$ cat config.mk
export PLATFORM = sky130hd
export DESIGN_NAME = fp_mult_core_flat
export DESIGN_NICKNAME = d
export VERILOG_FILES = /design/src/rtl/fp_pkg.sv /design/src/rtl/fp_mult_core_if.sv /design/src/rtl/fp_round.sv /design/src/rtl/fp_mult_core.sv /design/src/flat_wrapper.sv
export SDC_FILE = /design/constraint.sdc
export NUM_CORES = 2
export LEC_CHECK = 0
export CAP_MARGIN = 20
export CORE_UTILIZATION = 28
export DETAILED_ROUTE_END_ITERATION = 7
export PLACE_DENSITY = 0.43
export SYNTH_ARGS = -nofsm -noshare
export SYNTH_HDL_FRONTEND = slang
export SYNTH_SLANG_ARGS = --single-unit
$ cat constraint.sdc
create_clock -name clk -period 4.9 [get_ports clk]
set_input_delay 1.47 -clock clk [delete_from_list [all_inputs] [get_ports clk]]
set_output_delay 1.47 -clock clk [all_outputs]
set_load 0.05 [all_outputs]
$ cat src/rtl/fp_pkg.sv
// fp_pkg: shared single-precision FP definitions for the multiplier datapath
// and the downstream exception stage.
//   round_t  : rounding-mode encoding (codes 6 and 7 are undefined)
//   BIAS     : exponent bias
//   EXP_MAX  : largest finite biased exponent
//   prod_t   : stage-1 register contents (unpacked product)
//   res_t    : stage-2/3 register contents (rounded result + forwarded inputs)
package fp_pkg;

  typedef enum logic [2:0] {
    IEEE_NEAR = 3'd0,
    IEEE_ZERO = 3'd1,
    IEEE_PINF = 3'd2,
    IEEE_NINF = 3'd3,
    NEAR_UP   = 3'd4,
    AWAY_ZERO = 3'd5
  } round_t;

  localparam int BIAS    = 127;
  localparam int EXP_MAX = 254;

  typedef struct packed {
    logic               sign;
    logic signed [9:0]  e;
    logic        [47:0] p;
    logic        [31:0] a;
    logic        [31:0] b;
    logic        [2:0]  round;
  } prod_t;

  typedef struct packed {
    logic [31:0] z;
    logic        ovf;
    logic        unf;
    logic        inexact;
    logic [31:0] a;
    logic [31:0] b;
    logic [2:0]  round;
  } res_t;

endpackage

$ cat src/rtl/fp_mult_core_if.sv
// fp_mult_core_if: valid/ready bundle around fp_mult_core.
//   in_valid/in_ready, a, b, round          : operand side
//   out_valid/out_ready, z_calc, ovf, unf,
//   inexact, a_o, b_o, round_o              : result side
// master = producer/consumer environment, slave = the core.
interface fp_mult_core_if;
  logic        in_valid;
  logic        in_ready;
  logic [31:0] a;
  logic [31:0] b;
  logic [2:0]  round;
  logic        out_valid;
  logic        out_ready;
  logic [31:0] z_calc;
  logic        ovf;
  logic        unf;
  logic        inexact;
  logic [31:0] a_o;
  logic [31:0] b_o;
  logic [2:0]  round_o;

  modport master (
    output in_valid, a, b, round, out_ready,
    input  in_ready, out_valid, z_calc, ovf, unf, inexact, a_o, b_o, round_o
  );

  modport slave (
    input  in_valid, a, b, round, out_ready,
    output in_ready, out_valid, z_calc, ovf, unf, inexact, a_o, b_o, round_o
  );
endinterface

$ cat src/rtl/fp_round.sv
// fp_round: combinational rounding of a normalized 24-bit significand.
//   mant   : 23 fraction bits (hidden one implied)
//   g, s   : guard and sticky bits
//   sign   : result sign (directed modes)
//   mode   : rounding mode, fp_pkg::round_t encoding; 6/7 truncate
//   mant_r : rounded fraction
//   carry  : increment overflowed the significand (result becomes 2.0)
module fp_round
  import fp_pkg::*;
(
  input  logic [22:0] mant,
  input  logic        g,
  input  logic        s,
  input  logic        sign,
  input  logic [2:0]  mode,
  output logic [22:0] mant_r,
  output logic        carry
);

  logic inc;

  always_comb begin
    inc = 1'b0;
    case (mode)
      IEEE_NEAR: inc = g & (s | mant[0]);
      IEEE_ZERO: inc = 1'b0;
      IEEE_PINF: inc = (g | s) & ~sign;
      IEEE_NINF: inc = (g | s) & sign;
      NEAR_UP:   inc = g;
      AWAY_ZERO: inc = g | s;
      default:   inc = 1'b0;
    endcase
  end

  // With the hidden one fixed at 1, the 24-bit significand overflows exactly
  // when the 23-bit fraction overflows; the fraction then wraps to zero.
  assign {carry, mant_r} = {1'b0, mant} + {23'd0, inc};

endmodule

$ cat src/rtl/fp_mult_core.sv
// fp_mult_core: pipelined IEEE-754 single-precision multiplier datapath.
// Produces the rounded product with an unclamped exponent plus ovf/unf/inexact,
// and forwards a, b, round aligned with the result for exception_mult.
//   clk : clock, rising edge
//   rst : asynchronous active-low reset
//   bus : fp_mult_core_if.slave (operand and result valid/ready handshakes)
// Build option: FP_MULT_OUT_REG_EN adds a third register stage (latency 3);
// without it the stage-2 registers drive the outputs (latency 2).
// The whole pipeline advances together: adv = !out_valid || out_ready.
module fp_mult_core
  import fp_pkg::*;
(
  input  logic           clk,
  input  logic           rst,
  fp_mult_core_if.slave  bus
);

  logic  adv;
  logic  o_v;
  res_t  o_q;

  logic  s1_v;
  prod_t s1_d, s1_q;
  logic  s2_v;
  res_t  s2_d, s2_q;

  assign adv          = ~o_v | bus.out_ready;
  assign bus.in_ready = adv;

  // Stage 1: sign, biased exponent sum, full significand product.
  always_comb begin
    s1_d       = '0;
    s1_d.sign  = bus.a[31] ^ bus.b[31];
    s1_d.e     = {2'b00, bus.a[30:23]} + {2'b00, bus.b[30:23]} - 10'(BIAS);
    s1_d.p     = {24'd0, 1'b1, bus.a[22:0]} * {24'd0, 1'b1, bus.b[22:0]};
    s1_d.a     = bus.a;
    s1_d.b     = bus.b;
    s1_d.round = bus.round;
  end

  // Stage 2: normalize, round, flag.
  logic              norm;
  logic [22:0]       mant;
  logic              g;
  logic              s;
  logic [22:0]       mant_r;
  logic              carry;
  logic signed [9:0] e_n;
  logic signed [9:0] e_f;

  always_comb begin
    norm = s1_q.p[47];
    mant = norm ? s1_q.p[46:24] : s1_q.p[45:23];
    g    = norm ? s1_q.p[23]    : s1_q.p[22];
    s    = norm ? |s1_q.p[22:0] : |s1_q.p[21:0];
  end

  fp_round u_round (
    .mant   (mant),
    .g      (g),
    .s      (s),
    .sign   (s1_q.sign),
    .mode   (s1_q.round),
    .mant_r (mant_r),
    .carry  (carry)
  );

  always_comb begin
    e_n          = s1_q.e + {9'd0, norm};
    e_f          = e_n + {9'd0, carry};
    s2_d         = '0;
    s2_d.z       = {s1_q.sign, e_f[7:0], mant_r};
    s2_d.ovf     = e_f > $signed(10'(EXP_MAX));
    s2_d.unf     = e_f < 10'sd1;
    s2_d.inexact = g | s;
    s2_d.a       = s1_q.a;
    s2_d.b       = s1_q.b;
    s2_d.round   = s1_q.round;
  end

  always_ff @(posedge clk or negedge rst) begin
    if (!rst) begin
      s1_v <= 1'b0;
      s1_q <= '0;
      s2_v <= 1'b0;
      s2_q <= '0;
    end else if (adv) begin
      s1_v <= bus.in_valid;
      s1_q <= s1_d;
      s2_v <= s1_v;
      s2_q <= s2_d;
    end
  end

`ifdef FP_MULT_OUT_REG_EN
  logic s3_v;
  res_t s3_q;

  always_ff @(posedge clk or negedge rst) begin
    if (!rst) begin
      s3_v <= 1'b0;
      s3_q <= '0;
    end else if (adv) begin
      s3_v <= s2_v;
      s3_q <= s2_q;
    end
  end

  assign o_v = s3_v;
  assign o_q = s3_q;
`else
  assign o_v = s2_v;
  assign o_q = s2_q;
`endif

  assign bus.out_valid = o_v;
  assign bus.z_calc    = o_q.z;
  assign bus.ovf       = o_q.ovf;
  assign bus.unf       = o_q.unf;
  assign bus.inexact   = o_q.inexact;
  assign bus.a_o       = o_q.a;
  assign bus.b_o       = o_q.b;
  assign bus.round_o   = o_q.round;

endmodule

$ cat src/flat_wrapper.sv
// flat-port wrapper written by rule: the top's interface ports become plain ports
module fp_mult_core_flat import fp_pkg::*;
  (clk, rst, bus_in_valid, bus_a, bus_b, bus_round, bus_out_ready, bus_in_ready, bus_out_valid, bus_z_calc, bus_ovf, bus_unf, bus_inexact, bus_a_o, bus_b_o, bus_round_o);
  fp_mult_core_if bus_i ();
  input  logic clk;
  input  logic rst;
  input wire logic [$bits(bus_i.in_valid)-1:0] bus_in_valid;
  input wire logic [$bits(bus_i.a)-1:0] bus_a;
  input wire logic [$bits(bus_i.b)-1:0] bus_b;
  input wire logic [$bits(bus_i.round)-1:0] bus_round;
  input wire logic [$bits(bus_i.out_ready)-1:0] bus_out_ready;
  output wire logic [$bits(bus_i.in_ready)-1:0] bus_in_ready;
  output wire logic [$bits(bus_i.out_valid)-1:0] bus_out_valid;
  output wire logic [$bits(bus_i.z_calc)-1:0] bus_z_calc;
  output wire logic [$bits(bus_i.ovf)-1:0] bus_ovf;
  output wire logic [$bits(bus_i.unf)-1:0] bus_unf;
  output wire logic [$bits(bus_i.inexact)-1:0] bus_inexact;
  output wire logic [$bits(bus_i.a_o)-1:0] bus_a_o;
  output wire logic [$bits(bus_i.b_o)-1:0] bus_b_o;
  output wire logic [$bits(bus_i.round_o)-1:0] bus_round_o;
  assign bus_i.in_valid = bus_in_valid;
  assign bus_i.a = bus_a;
  assign bus_i.b = bus_b;
  assign bus_i.round = bus_round;
  assign bus_i.out_ready = bus_out_ready;
  assign bus_in_ready = bus_i.in_ready;
  assign bus_out_valid = bus_i.out_valid;
  assign bus_z_calc = bus_i.z_calc;
  assign bus_ovf = bus_i.ovf;
  assign bus_unf = bus_i.unf;
  assign bus_inexact = bus_i.inexact;
  assign bus_a_o = bus_i.a_o;
  assign bus_b_o = bus_i.b_o;
  assign bus_round_o = bus_i.round_o;
  fp_mult_core u_core (.clk(clk), .rst(rst), .bus(bus_i));
endmodule
==> impl_metrics.csv <==
group,metric,value,unit
layout,final_cells,5202,
clock_network,hold_buffers,0,
global_routing,grtUsageTotal,0.1879,
yosys,syn_area,28930,µm²
min_path,hold_path_class,"reg2reg",
yosys,synth-edff-count,0,
critical_path,reg2reg_depth,19,
layout,seq_area,5757,µm²
floorplan,core,102000,µm²
global_routing,antenna_found_initial,3,
placed_design,place_area,35310,µm²
placed_design,portBuffers,174,
detailed_routing,avgViaCountPerCell,4.416,
layout,fin_util,0.3908,
detailed_routing,drt-pass1-iter-count,5,
flow_run,maxCapViolCount,0,
critical_path,critical_path_arrival,7660,ps
min_path,hp-start,"u_core.s1_q[26]",
floorplan,rows,117,
yosys,syn_inst,3277,
layout,fillers,10440,
yosys,yosysTopAreaCell,"fa_1",
detailed_routing,drt-wirelength-per-cell,18.52,µm
critical_path,reg2reg_setup_slack,620,ps
floorplan,die_area,104600,µm²
timing,worstMarginPinSlew,855.1,ps
yosys,yosysSeqAreaShare,0.1989,
clock_network,tritoncts,"built",
timing,fin_crit_sh,1.474,
critical_path,end_kind,"flop",
layout,drive_gt1_frac,0.2561,
critical_path,cp-start-kind,"primary input",
yosys,yosysUniqueCellTypes,72,
critical_path,rr_startpoint,"u_core.norm",
floorplan,num_io_pins,175,
clock_network,clkTransAtPathRegs,60,ps
detailed_routing,drc,0,
detailed_routing,vias,22970,
yosys,synth_top_area_share,0.3349,
critical_path,cp.required,5340,ps
detailed_routing,routed_wl,96.33,mm
global_routing,grt_pass1_vias,24430,
global_routing,grt_pass1_wl,147.9,mm
layout,antenna_cells,0,
yosys,yosys_register_bits,230,
status,violations,"setup timing",
yosys,postSynth.asyncResetShare,1.000,
timing,drv_slew,0,
detailed_routing,ant_nets,0,
layout,final_nets,4555,
yosys,synth_area_leaders,"fa_1 (33%), dfrtp_1 (20%), nand2_1 (9.8%), ha_1 (8.0%), inv_1 (7.6%)",
critical_path,critPathKind,"in2reg",
placed_design,dp.cells,5000,
clock_network,clock_path_buffers,3,
critical_path,timing.rr.end,"u_core.bus.ovf",
global_routing,grt_overflow_total,0,
global_routing,grt_max_degree,164,
timing,setup_viol,40,
placed_design,post-dp-hpwl,72.95,mm
clock_network,h-tree-depth,1,
yosys,synth_common_cells,"nand2_1 (752), inv_1 (589), fa_1 (484), and2_1 (255), dfrtp_1 (230)",
layout,fin_area,39880,µm²
clock_network,clkLatencyLatePin,570,ps
timing,fin_skew,22.50,ps
floorplan,dieHeight,323.5,µm
timing,fmax,138.5,MHz
timing,rsz0062_at_grt,"true",
min_path,worst_hold_path.endpoint,"u_core.bus.b_o[23]",
floorplan,die_w,323.5,µm
critical_path,worstPathMaxFanout,8,
yosys,syn_area_per_cell,8.829,µm²
status,status,"finished with violations",
layout,multi_input_area,22010,µm²
placed_design,gp_congestion,0.8478,
detailed_routing,drtIter0Drc,1120,
clock_network,clkSinkCount,230,
timing,timing.hold.ws,458.2,ps
min_path,min_path_cells,2,
timing,hold_viol_final,0,
yosys,yosysMostFrequentCell,"nand2_1",
yosys,syn_nets,4017,
yosys,synth-main-ff-cell,"dfrtp_1",
clock_network,cts_buffers,25,
clock_network,cts-root-buf,"clkbuf_16",
layout,syn_to_final_growth,37.84,%
floorplan,initial_core_util,0.2836,
timing,relSlewSlack,0.4299,
yosys,yosysWarnings,0,
timing,min_period,7222,ps
timing,fin_ws,-2322,ps
-- cell type report --
cell class,instances,area share
Tap cell,1368,0.04292
Multi-Input combinational cell,2288,0.5518
Timing Repair Buffer,677,0.1821
Inverter,593,0.05635
Clock inverter,12,0.005177
Clock buffer,34,0.01729
Sequential cell,230,0.1444
-- worst max path at each step --
stage / to / depth (start not counted) / startpoint / slack [ps]
6_report: u_core.s1_q[110] / 24 / bus_a[10] / -2320
5_1_grt: u_core.s1_q[110] / 27 / bus_a[11] / -2540
4_1_cts: u_core.s1_q[110] / 27 / bus_a[9] / -2420
3_5_place_dp: u_core.s1_q[113] / 25 / bus_b[5] / -3450
3_3_place_gp: u_core.s1_q[113] / 24 / bus_a[17] / -3420
2_1_floorplan: u_core.s1_q[113] / 26 / bus_a[8] / -2420
-- worst max-delay path: stages --
cell	delay (ps)
buf_2	100
buf_6	130
buf_8	150
buf_6	120
and2_4	150
fa_1	500
inv_1	50
fa_1	460
fa_1	500
fa_1	540
inv_1	50
fa_1	500
fa_1	450
fa_1	560
ha_4	230
a21o_1	190
o21bai_4	170
a221o_1	300
a21oi_2	190
o22ai_2	100
a311o_1	290
a21o_1	230
xnor2_1	160
o21ai_1	70
-- per-layer routing --
layer  routed length (µm)  global-route usage
met2                46230              0.3138
met5                   13                   0
met4                 2129             0.04381
met1                42990              0.2552
met3                 4963             0.02749
-- placed cells by master, fill, tap and decap left out, types with 52 or more instances in the layout --
| master | n |
|---|---|
| and2_4 | 66 |
| inv_1 | 519 |
| nor2_1 | 108 |
| fa_1 | 432 |
| nand2_1 | 717 |
| ha_1 | 150 |
| fa_2 | 52 |
| dfrtp_1 | 229 |
| buf_4 | 319 |
| buf_12 | 60 |
| inv_2 | 68 |
| a21oi_1 | 67 |
| buf_6 | 105 |
| clkdlybuf4s50_1 | 126 |
| and2_1 | 189 |
-- cell families after synthesis --
group	share of synthesized area
muxes	0.008562
xor gates and xnor gates	0.02785
and+or+nand+nor	0.1914
adders and majority gates	0.4149
buffers and inverters	0.09959
AOI/OAI and AO/OA	0.05873
DFF	0.1989
-- timing repair --
item | CTS | global route
setup buffers | 113 | 41
resized for setup | 545 | 241
pin swaps | 222 | 140
setup endpoints to repair | 42 | 43
cloned | 27 | 1
-- flip-flops by register name, indices dropped and copies added (netlist names) --
name	cells
u_core.s1_q	125
u_core.bus.ovf	1
u_core.bus.a_o	32
u_core.bus.round_o	3
u_core.bus.inexact	1
u_core.bus.out_valid	1
u_core.s1_v	1
u_core.bus.z_calc	32
u_core.norm	1
u_core.bus.unf	1
u_core.bus.b_o	32
-- metrics by stage --
step | setup WS (ps) | TNS [ps]
after floorplan | -2425 | -73150
after global routing | -2540 | -81430
after global placement | -3418 | -119610
final | -2322 | -74910
after detailed placement | -3446 | -119890
after CTS | -2415 | -76760
Power is left out: the tool's default activity adds up to more than one toggle a clock period on the data nets, which glitch-free logic cannot reach.
